==> src/rtl/lc3b_types.sv <==
// Shared LC-3b encodings: instruction opcodes and ALU operation codes.
// Pure type definitions, no logic and no latency.
// No flow control; imported by the control FSM, its interface and the bench.
package lc3b_types;

  typedef enum logic [3:0] {
    OP_BR   = 4'b0000,
    OP_ADD  = 4'b0001,
    OP_LDB  = 4'b0010,
    OP_STB  = 4'b0011,
    OP_JSR  = 4'b0100,
    OP_AND  = 4'b0101,
    OP_LDR  = 4'b0110,
    OP_STR  = 4'b0111,
    OP_RTI  = 4'b1000,
    OP_NOT  = 4'b1001,
    OP_LDI  = 4'b1010,
    OP_STI  = 4'b1011,
    OP_JMP  = 4'b1100,
    OP_SHF  = 4'b1101,
    OP_LEA  = 4'b1110,
    OP_TRAP = 4'b1111
  } lc3b_opcode;

  typedef enum logic [2:0] {
    ALU_ADD  = 3'd0,
    ALU_AND  = 3'd1,
    ALU_NOT  = 3'd2,
    ALU_PASS = 3'd3,
    ALU_SLL  = 3'd4,
    ALU_SRL  = 3'd5,
    ALU_SRA  = 3'd6
  } lc3b_aluop;

endpackage

==> src/rtl/lc3b_control_if.sv <==
// Control <-> datapath/memory bundle: decoded IR fields and status in, loads/selects/strobes out.
// Purely wiring, zero latency.
// Memory waits are handled by the controller holding its strobe until mem_resp pulses.
interface lc3b_control_if;
  import lc3b_types::*;

  // status from datapath / memory
  lc3b_opcode opcode;
  logic       imm_sel;
  logic       branch_enable;
  logic       mem_resp;

  // register loads
  logic       load_pc;
  logic       load_ir;
  logic       load_regfile;
  logic       load_mar;
  logic       load_mdr;
  logic       load_cc;

  // mux selects
  logic       pcmux_sel;
  logic       storemux_sel;
  logic       alumux_sel;
  logic       regfilemux_sel;
  logic       marmux_sel;
  logic       mdrmux_sel;

  // ALU and memory requests
  lc3b_aluop  aluop;
  logic       mem_read;
  logic       mem_write;
  logic [1:0] mem_byte_enable;

  // controller side
  modport master (
    input  opcode, imm_sel, branch_enable, mem_resp,
    output load_pc, load_ir, load_regfile, load_mar, load_mdr, load_cc,
    output pcmux_sel, storemux_sel, alumux_sel, regfilemux_sel, marmux_sel, mdrmux_sel,
    output aluop, mem_read, mem_write, mem_byte_enable
  );

  // datapath / memory side
  modport slave (
    output opcode, imm_sel, branch_enable, mem_resp,
    input  load_pc, load_ir, load_regfile, load_mar, load_mdr, load_cc,
    input  pcmux_sel, storemux_sel, alumux_sel, regfilemux_sel, marmux_sel, mdrmux_sel,
    input  aluop, mem_read, mem_write, mem_byte_enable
  );

endinterface

==> src/rtl/lc3b_control.sv <==
// Moore control FSM for the multicycle LC-3b datapath (fetch/decode/execute for ADD/AND/NOT/BR/LDR/STR).
// Outputs decode from state only; an ALU instruction takes 5 cycles FETCH1->FETCH1 with a single-cycle memory.
// Memory states hold mem_read/mem_write steady until mem_resp; mem_resp elsewhere is ignored.
module lc3b_control
  import lc3b_types::*;
(
  input  logic           clk,
  input  logic           rst_n,
  lc3b_control_if.master ctrl
);

  typedef enum logic [3:0] {
    IDLE, FETCH1, FETCH2, FETCH3, DECODE,
    S_ADD, S_AND, S_NOT, BR, BR_TAKEN,
    CALC_ADDR, LDR1, LDR2, STR1, STR2
  } state_e;

  state_e state_q, state_d;

  // State register; reset drops straight to IDLE even in the middle of a memory wait.
  always_ff @(posedge clk or negedge rst_n) begin
    if (!rst_n) state_q <= IDLE;
    else        state_q <= state_d;
  end

  // Next-state: sequencing plus opcode dispatch; unsupported opcodes fall back to fetch as NOPs.
  always_comb begin
    state_d = state_q;
    unique case (state_q)
      IDLE:     state_d = FETCH1;
      FETCH1:   state_d = FETCH2;
      FETCH2:   if (ctrl.mem_resp) state_d = FETCH3;
      FETCH3:   state_d = DECODE;
      DECODE: begin
        case (ctrl.opcode)
          OP_ADD:         state_d = S_ADD;
          OP_AND:         state_d = S_AND;
          OP_NOT:         state_d = S_NOT;
          OP_BR:          state_d = BR;
          OP_LDR, OP_STR: state_d = CALC_ADDR;
          default:        state_d = FETCH1;
        endcase
      end
      S_ADD, S_AND, S_NOT, BR_TAKEN, LDR2: state_d = FETCH1;
      BR:       state_d = ctrl.branch_enable ? BR_TAKEN : FETCH1;
      CALC_ADDR: begin
        if (ctrl.opcode == OP_LDR)      state_d = LDR1;
        else if (ctrl.opcode == OP_STR) state_d = STR1;
        else                            state_d = FETCH1;
      end
      LDR1:     if (ctrl.mem_resp) state_d = LDR2;
      STR1:     state_d = STR2;
      STR2:     if (ctrl.mem_resp) state_d = FETCH1;
      default:  state_d = IDLE;
    endcase
  end

  // Output decode from current state only; everything idles low with aluop=ADD.
  always_comb begin
    ctrl.load_pc         = 1'b0;
    ctrl.load_ir         = 1'b0;
    ctrl.load_regfile    = 1'b0;
    ctrl.load_mar        = 1'b0;
    ctrl.load_mdr        = 1'b0;
    ctrl.load_cc         = 1'b0;
    ctrl.pcmux_sel       = 1'b0;
    ctrl.storemux_sel    = 1'b0;
    ctrl.alumux_sel      = 1'b0;
    ctrl.regfilemux_sel  = 1'b0;
    ctrl.marmux_sel      = 1'b0;
    ctrl.mdrmux_sel      = 1'b0;
    ctrl.aluop           = ALU_ADD;
    ctrl.mem_read        = 1'b0;
    ctrl.mem_write       = 1'b0;
    ctrl.mem_byte_enable = 2'b00;
    case (state_q)
      FETCH1: begin
        ctrl.marmux_sel = 1'b1;
        ctrl.load_mar   = 1'b1;
        ctrl.load_pc    = 1'b1;
      end
      FETCH2, LDR1: begin
        ctrl.mem_read   = 1'b1;
        ctrl.mdrmux_sel = 1'b1;
        ctrl.load_mdr   = 1'b1;
      end
      FETCH3:   ctrl.load_ir = 1'b1;
      S_ADD, S_AND: begin
        ctrl.aluop        = (state_q == S_AND) ? ALU_AND : ALU_ADD;
        ctrl.alumux_sel   = ctrl.imm_sel;
        ctrl.load_regfile = 1'b1;
        ctrl.load_cc      = 1'b1;
      end
      S_NOT: begin
        ctrl.aluop        = ALU_NOT;
        ctrl.load_regfile = 1'b1;
        ctrl.load_cc      = 1'b1;
      end
      BR_TAKEN: begin
        ctrl.pcmux_sel = 1'b1;
        ctrl.load_pc   = 1'b1;
      end
      CALC_ADDR: begin
        ctrl.alumux_sel = 1'b1;
        ctrl.load_mar   = 1'b1;
      end
      LDR2: begin
        ctrl.regfilemux_sel = 1'b1;
        ctrl.load_regfile   = 1'b1;
        ctrl.load_cc        = 1'b1;
      end
      STR1: begin
        ctrl.storemux_sel = 1'b1;
        ctrl.aluop        = ALU_PASS;
        ctrl.load_mdr     = 1'b1;
      end
      STR2: begin
        ctrl.mem_write       = 1'b1;
        ctrl.mem_byte_enable = 2'b11;
      end
      default: ;
    endcase
  end

endmodule
==> src/flat_wrapper.sv <==
// flat-port wrapper written by rule: the top's interface ports become plain ports
module lc3b_control_flat import lc3b_types::*;
  (clk, rst_n, ctrl_opcode, ctrl_imm_sel, ctrl_branch_enable, ctrl_mem_resp, ctrl_load_pc, ctrl_load_ir, ctrl_load_regfile, ctrl_load_mar, ctrl_load_mdr, ctrl_load_cc, ctrl_pcmux_sel, ctrl_storemux_sel, ctrl_alumux_sel, ctrl_regfilemux_sel, ctrl_marmux_sel, ctrl_mdrmux_sel, ctrl_aluop, ctrl_mem_read, ctrl_mem_write, ctrl_mem_byte_enable);
  lc3b_control_if ctrl_i ();
  input  logic clk;
  input  logic rst_n;
  input wire logic [$bits(ctrl_i.opcode)-1:0] ctrl_opcode;
  input wire logic [$bits(ctrl_i.imm_sel)-1:0] ctrl_imm_sel;
  input wire logic [$bits(ctrl_i.branch_enable)-1:0] ctrl_branch_enable;
  input wire logic [$bits(ctrl_i.mem_resp)-1:0] ctrl_mem_resp;
  output wire logic [$bits(ctrl_i.load_pc)-1:0] ctrl_load_pc;
  output wire logic [$bits(ctrl_i.load_ir)-1:0] ctrl_load_ir;
  output wire logic [$bits(ctrl_i.load_regfile)-1:0] ctrl_load_regfile;
  output wire logic [$bits(ctrl_i.load_mar)-1:0] ctrl_load_mar;
  output wire logic [$bits(ctrl_i.load_mdr)-1:0] ctrl_load_mdr;
  output wire logic [$bits(ctrl_i.load_cc)-1:0] ctrl_load_cc;
  output wire logic [$bits(ctrl_i.pcmux_sel)-1:0] ctrl_pcmux_sel;
  output wire logic [$bits(ctrl_i.storemux_sel)-1:0] ctrl_storemux_sel;
  output wire logic [$bits(ctrl_i.alumux_sel)-1:0] ctrl_alumux_sel;
  output wire logic [$bits(ctrl_i.regfilemux_sel)-1:0] ctrl_regfilemux_sel;
  output wire logic [$bits(ctrl_i.marmux_sel)-1:0] ctrl_marmux_sel;
  output wire logic [$bits(ctrl_i.mdrmux_sel)-1:0] ctrl_mdrmux_sel;
  output wire logic [$bits(ctrl_i.aluop)-1:0] ctrl_aluop;
  output wire logic [$bits(ctrl_i.mem_read)-1:0] ctrl_mem_read;
  output wire logic [$bits(ctrl_i.mem_write)-1:0] ctrl_mem_write;
  output wire logic [$bits(ctrl_i.mem_byte_enable)-1:0] ctrl_mem_byte_enable;
  assign ctrl_i.opcode = ctrl_opcode;
  assign ctrl_i.imm_sel = ctrl_imm_sel;
  assign ctrl_i.branch_enable = ctrl_branch_enable;
  assign ctrl_i.mem_resp = ctrl_mem_resp;
  assign ctrl_load_pc = ctrl_i.load_pc;
  assign ctrl_load_ir = ctrl_i.load_ir;
  assign ctrl_load_regfile = ctrl_i.load_regfile;
  assign ctrl_load_mar = ctrl_i.load_mar;
  assign ctrl_load_mdr = ctrl_i.load_mdr;
  assign ctrl_load_cc = ctrl_i.load_cc;
  assign ctrl_pcmux_sel = ctrl_i.pcmux_sel;
  assign ctrl_storemux_sel = ctrl_i.storemux_sel;
  assign ctrl_alumux_sel = ctrl_i.alumux_sel;
  assign ctrl_regfilemux_sel = ctrl_i.regfilemux_sel;
  assign ctrl_marmux_sel = ctrl_i.marmux_sel;
  assign ctrl_mdrmux_sel = ctrl_i.mdrmux_sel;
  assign ctrl_aluop = ctrl_i.aluop;
  assign ctrl_mem_read = ctrl_i.mem_read;
  assign ctrl_mem_write = ctrl_i.mem_write;
  assign ctrl_mem_byte_enable = ctrl_i.mem_byte_enable;
  lc3b_control u_core (.clk(clk), .rst_n(rst_n), .ctrl(ctrl_i));
endmodule
==> config.mk <==
export PLATFORM = sky130hd
export DESIGN_NAME = lc3b_control_flat
export DESIGN_NICKNAME = d
export VERILOG_FILES = /design/src/rtl/lc3b_types.sv /design/src/rtl/lc3b_control_if.sv /design/src/rtl/lc3b_control.sv /design/src/flat_wrapper.sv
export SDC_FILE = /design/constraint.sdc
export NUM_CORES = 1
export LEC_CHECK = 0
export ABC_CLOCK_PERIOD_IN_PS = 1500
export CORE_MARGIN = 2
export CORE_UTILIZATION = 42
export CTS_CLUSTER_DIAMETER = 50
export DETAILED_ROUTE_END_ITERATION = 16
export PLACE_DENSITY = 0.8
export SYNTH_ARGS = -nofsm -noshare
export SYNTH_HDL_FRONTEND = slang
export SYNTH_SLANG_ARGS = --single-unit
==> constraint.sdc <==
create_clock -name clk -period 1.5 [get_ports clk]
set_input_delay 0.15 -clock clk [delete_from_list [all_inputs] [get_ports clk]]
set_output_delay 0.15 -clock clk [all_outputs]
set_load 0.01 [all_outputs]
==> impl_metrics.env <==
export IMPL_syn2layout_area_growth_pct=108
export IMPL_routed_via_density=6.42
export IMPL_synthMuxAreaShare_pct=1.48
export IMPL_period_minus_slack_ps=1670
export IMPL_synth_adder_area_share_pct=0
export IMPL_die_area_sq_mm=0.00195
export IMPL_pin_count=28
export IMPL_rrSetupSlack_ps=-170
export IMPL_grt_pass1_vias=932
export IMPL_grt_pass1_wl_microns=4530
export IMPL_dp_slack_ps=-212
export IMPL_synth_top_family_by_area="simple AND/OR/NAND/NOR gates"
export IMPL_hold_viol=0
export IMPL_cts_buffer_depth=2
export IMPL_final_max_slew_viol_count=0
export IMPL_worstRegToRegCells=6
export IMPL_dr_pass1_iters=4
export IMPL_dp_hpwl_microns=1690
export IMPL_seqPwrFrac_pct=8.7
export IMPL_comb_power_share_pct=85.5
export IMPL_cp_end_kind="register"
export IMPL_p_sw_mw=1.16
export IMPL_post_route_period_util_pct=112
export IMPL_swShare_pct=44.5
export IMPL_ys_seq_elements=4
export IMPL_setup_ws_ps=-174
export IMPL_syn_nets=99
export IMPL_dr_first_iter_drc_count=45
export IMPL_violations="negative setup slack"
export IMPL_cp_data_required_time_ps=1670
export IMPL_drc=0
export IMPL_wl_microns=3800
export IMPL_rr_endpoint="u_core.state_q[3]"
export IMPL_yosys_area_share_simple_pct=34.1
export IMPL_largest_reg_flops=4
export IMPL_h_tree_depth=1
export IMPL_power_leakage_nw=0.632
export IMPL_rows=14
export IMPL_power_density_mw_per_mm2=1870
export IMPL_nNetsFinal=164
export IMPL_yosys_area_share_xor_xnor_pct=6.48
export IMPL_drv_cap=0
export IMPL_critical_path_startpoint_type="register"
export IMPL_num_antenna_cells=0
export IMPL_cts_reportedPaths_clkPinSlew_ps=50
export IMPL_antenna_found_initial=0
export IMPL_worstReg2RegStart="u_core.state_q[1]"
export IMPL_seq_area_frac_synth_pct=14.8
export IMPL_synth_cell_types=37
export IMPL_portBuffers=26
export IMPL_whs_ps=122
export IMPL_synth_edf_count=0
export IMPL_track_usage_pct=32.9
export IMPL_cts_tree="built"
export IMPL_cts_root_buf="clkbuf_4"
export IMPL_worstSkewPairLatency_ps=250
export IMPL_core_sq_mm=0.00151
export IMPL_yosys_warnings=0
export IMPL_num_vias=1085
export IMPL_finalSetupViolCount=18
export IMPL_power_total_mw=2.62
export IMPL_clock_sinks=4
export IMPL_crit_fanout=5
export IMPL_synth_compound_area_share_pct=27.4
export IMPL_tns_ps=-1400
export IMPL_synth_area_per_cell_sq_um=7.51
export IMPL_status="finished, violations left"
export IMPL_grt_max_degree=16
export IMPL_rsz0062_at_grt="true"
export IMPL_gr_total_overflow=0
export IMPL_dp_cells=143
export IMPL_ant_nets=0
export IMPL_wl_per_cell_microns=22.5
export IMPL_place_congestion=0.959
export IMPL_clock_fmax_ghz=0.598
export IMPL_largest_register="u_core.state_q"
export IMPL_synthFlopType="dfrtp_1"
export IMPL_pwr_share_clk_pct=5.8
export IMPL_clock_skew_final_ps=7.73
export IMPL_critical_path_class="reg2reg"
export IMPL_syn_inst=90
export IMPL_initial_core_util_pct=44.9
export IMPL_reg_largest_list="u_core.state_q (4)"
export IMPL_post_layout_nonfiller_instances=169
export IMPL_ir_drop_mv=1.28
export IMPL_hp_class="in2async"
export IMPL_cp_arrival_ps=1850
export IMPL_die_w_microns=44.1
export IMPL_fp_dieH_microns=44.1
export IMPL_cts_made_buffers=3
export IMPL_synth_area_sq_um=676
export IMPL_synth_async_reset_ratio_pct=100
export IMPL_drive_gt1_share_pct=64.7
export IMPL_p_int_mw=1.45
[worst max-delay path, stage by stage, from the launching register on]
cell and delay [ps]:
dfrtp_2 430, buf_6 140, or2_4 260, buf_6 120
a2111oi_4 310, o22ai_1 150, a21oi_1 180
[cell usage after synthesis (2+ instances only)]
master	instances	share of area (%)
nor3_1	5	3.7
a21oi_1	6	4.4
nor3b_1	2	2.2
inv_1	2	1.1
o22ai_1	2	1.9
a2111oi_0	3	3.9
nand2_1	6	3.3
buf_4	6	6.7
nor2_1	12	6.7
and2_1	2	1.9
nand2b_1	4	3.7
buf_6	4	6.7
o21ai_0	3	2.2
nand3_1	2	1.5
dfrtp_1	4	15
nor2b_1	3	2.8
xnor2_1	2	2.6
xor2_1	3	3.9
[power groups by stage]
stage	clock network, mW	registers, mW	logic, mW
floorplan	0	0.188	0.730
global route	0.160	0.232	2.34
detailed placement	0	0.215	1.30
global placement	0	0.211	1.27
CTS	0.141	0.228	1.70
finish	0.152	0.228	2.24
[cells by family after synthesis]
logic type / count (synthesis)
DFF: 4
xor gates and xnor gates: 5
muxes: 1
AOI/OAI and AO/OA: 23
buffers and inverters: 13
other: 1
and+or+nand+nor: 43
[layout by cell type, fill, tap and decap left out, drive strengths merged, types with 4 or more instances in the layout]
cell            n
a2111oi         4
nor2           12
buf            61
clkdlybuf4s50   8
nand2b          4
dfrtp           4
clkbuf          5
nand2           6
a21oi           6
nor3            5
[worst max-delay path by stage]
| stage | from | to | slack (ps) |
|---|---|---|---|
| detailed placement | ctrl_opcode[2] | u_core.state_q[2] | -210 |
| finish | u_core.state_q[1] | u_core.state_q[3] | -170 |
| global route | u_core.state_q[1] | u_core.state_q[3] | -250 |
| CTS | u_core.state_q[0] | ctrl_load_cc | -120 |
| global placement | u_core.state_q[1] | ctrl_load_mar | -170 |
| floorplan | u_core.state_q[3] | ctrl_mem_read | 100 |
[layer usage]
layer / vias up / wire length [microns] / global-route usage, %
met4: 0 / 269 / 18.8
met3: 36 / 307 / 3.27
met1: 510 / 1320 / 36.6
met5: - / 0 / 0
met2: 90 / 1910 / 60.0
li1: 449 / - / -
[per-stage QoR]
step	util (%)	area [sq um]
2_1_floorplan	-	676
3_3_place_gp	68.9	1040
3_5_place_dp	68.9	1040
4_1_cts	82.6	1240
5_1_grt	93.2	1400
6_report	93.2	1400
[final cells by class]
cell class	instances	area, sq um
clock buffers	3	22.5
repair buffers	71	597
flip-flops and latches	4	104
inverters	2	7.51
multi-input cells	73	653
well taps	16	20.0
fillers	50	103
[timing repair]
action,in CTS,in global routing
buffers inserted,15,8
pin swaps,10,8
hold endpoints to repair,0,0
hold buffers,0,0
endpoints found under the setup margin,21,19
resized for setup,84,45
Note: power is estimated with default switching activity, not from simulation.
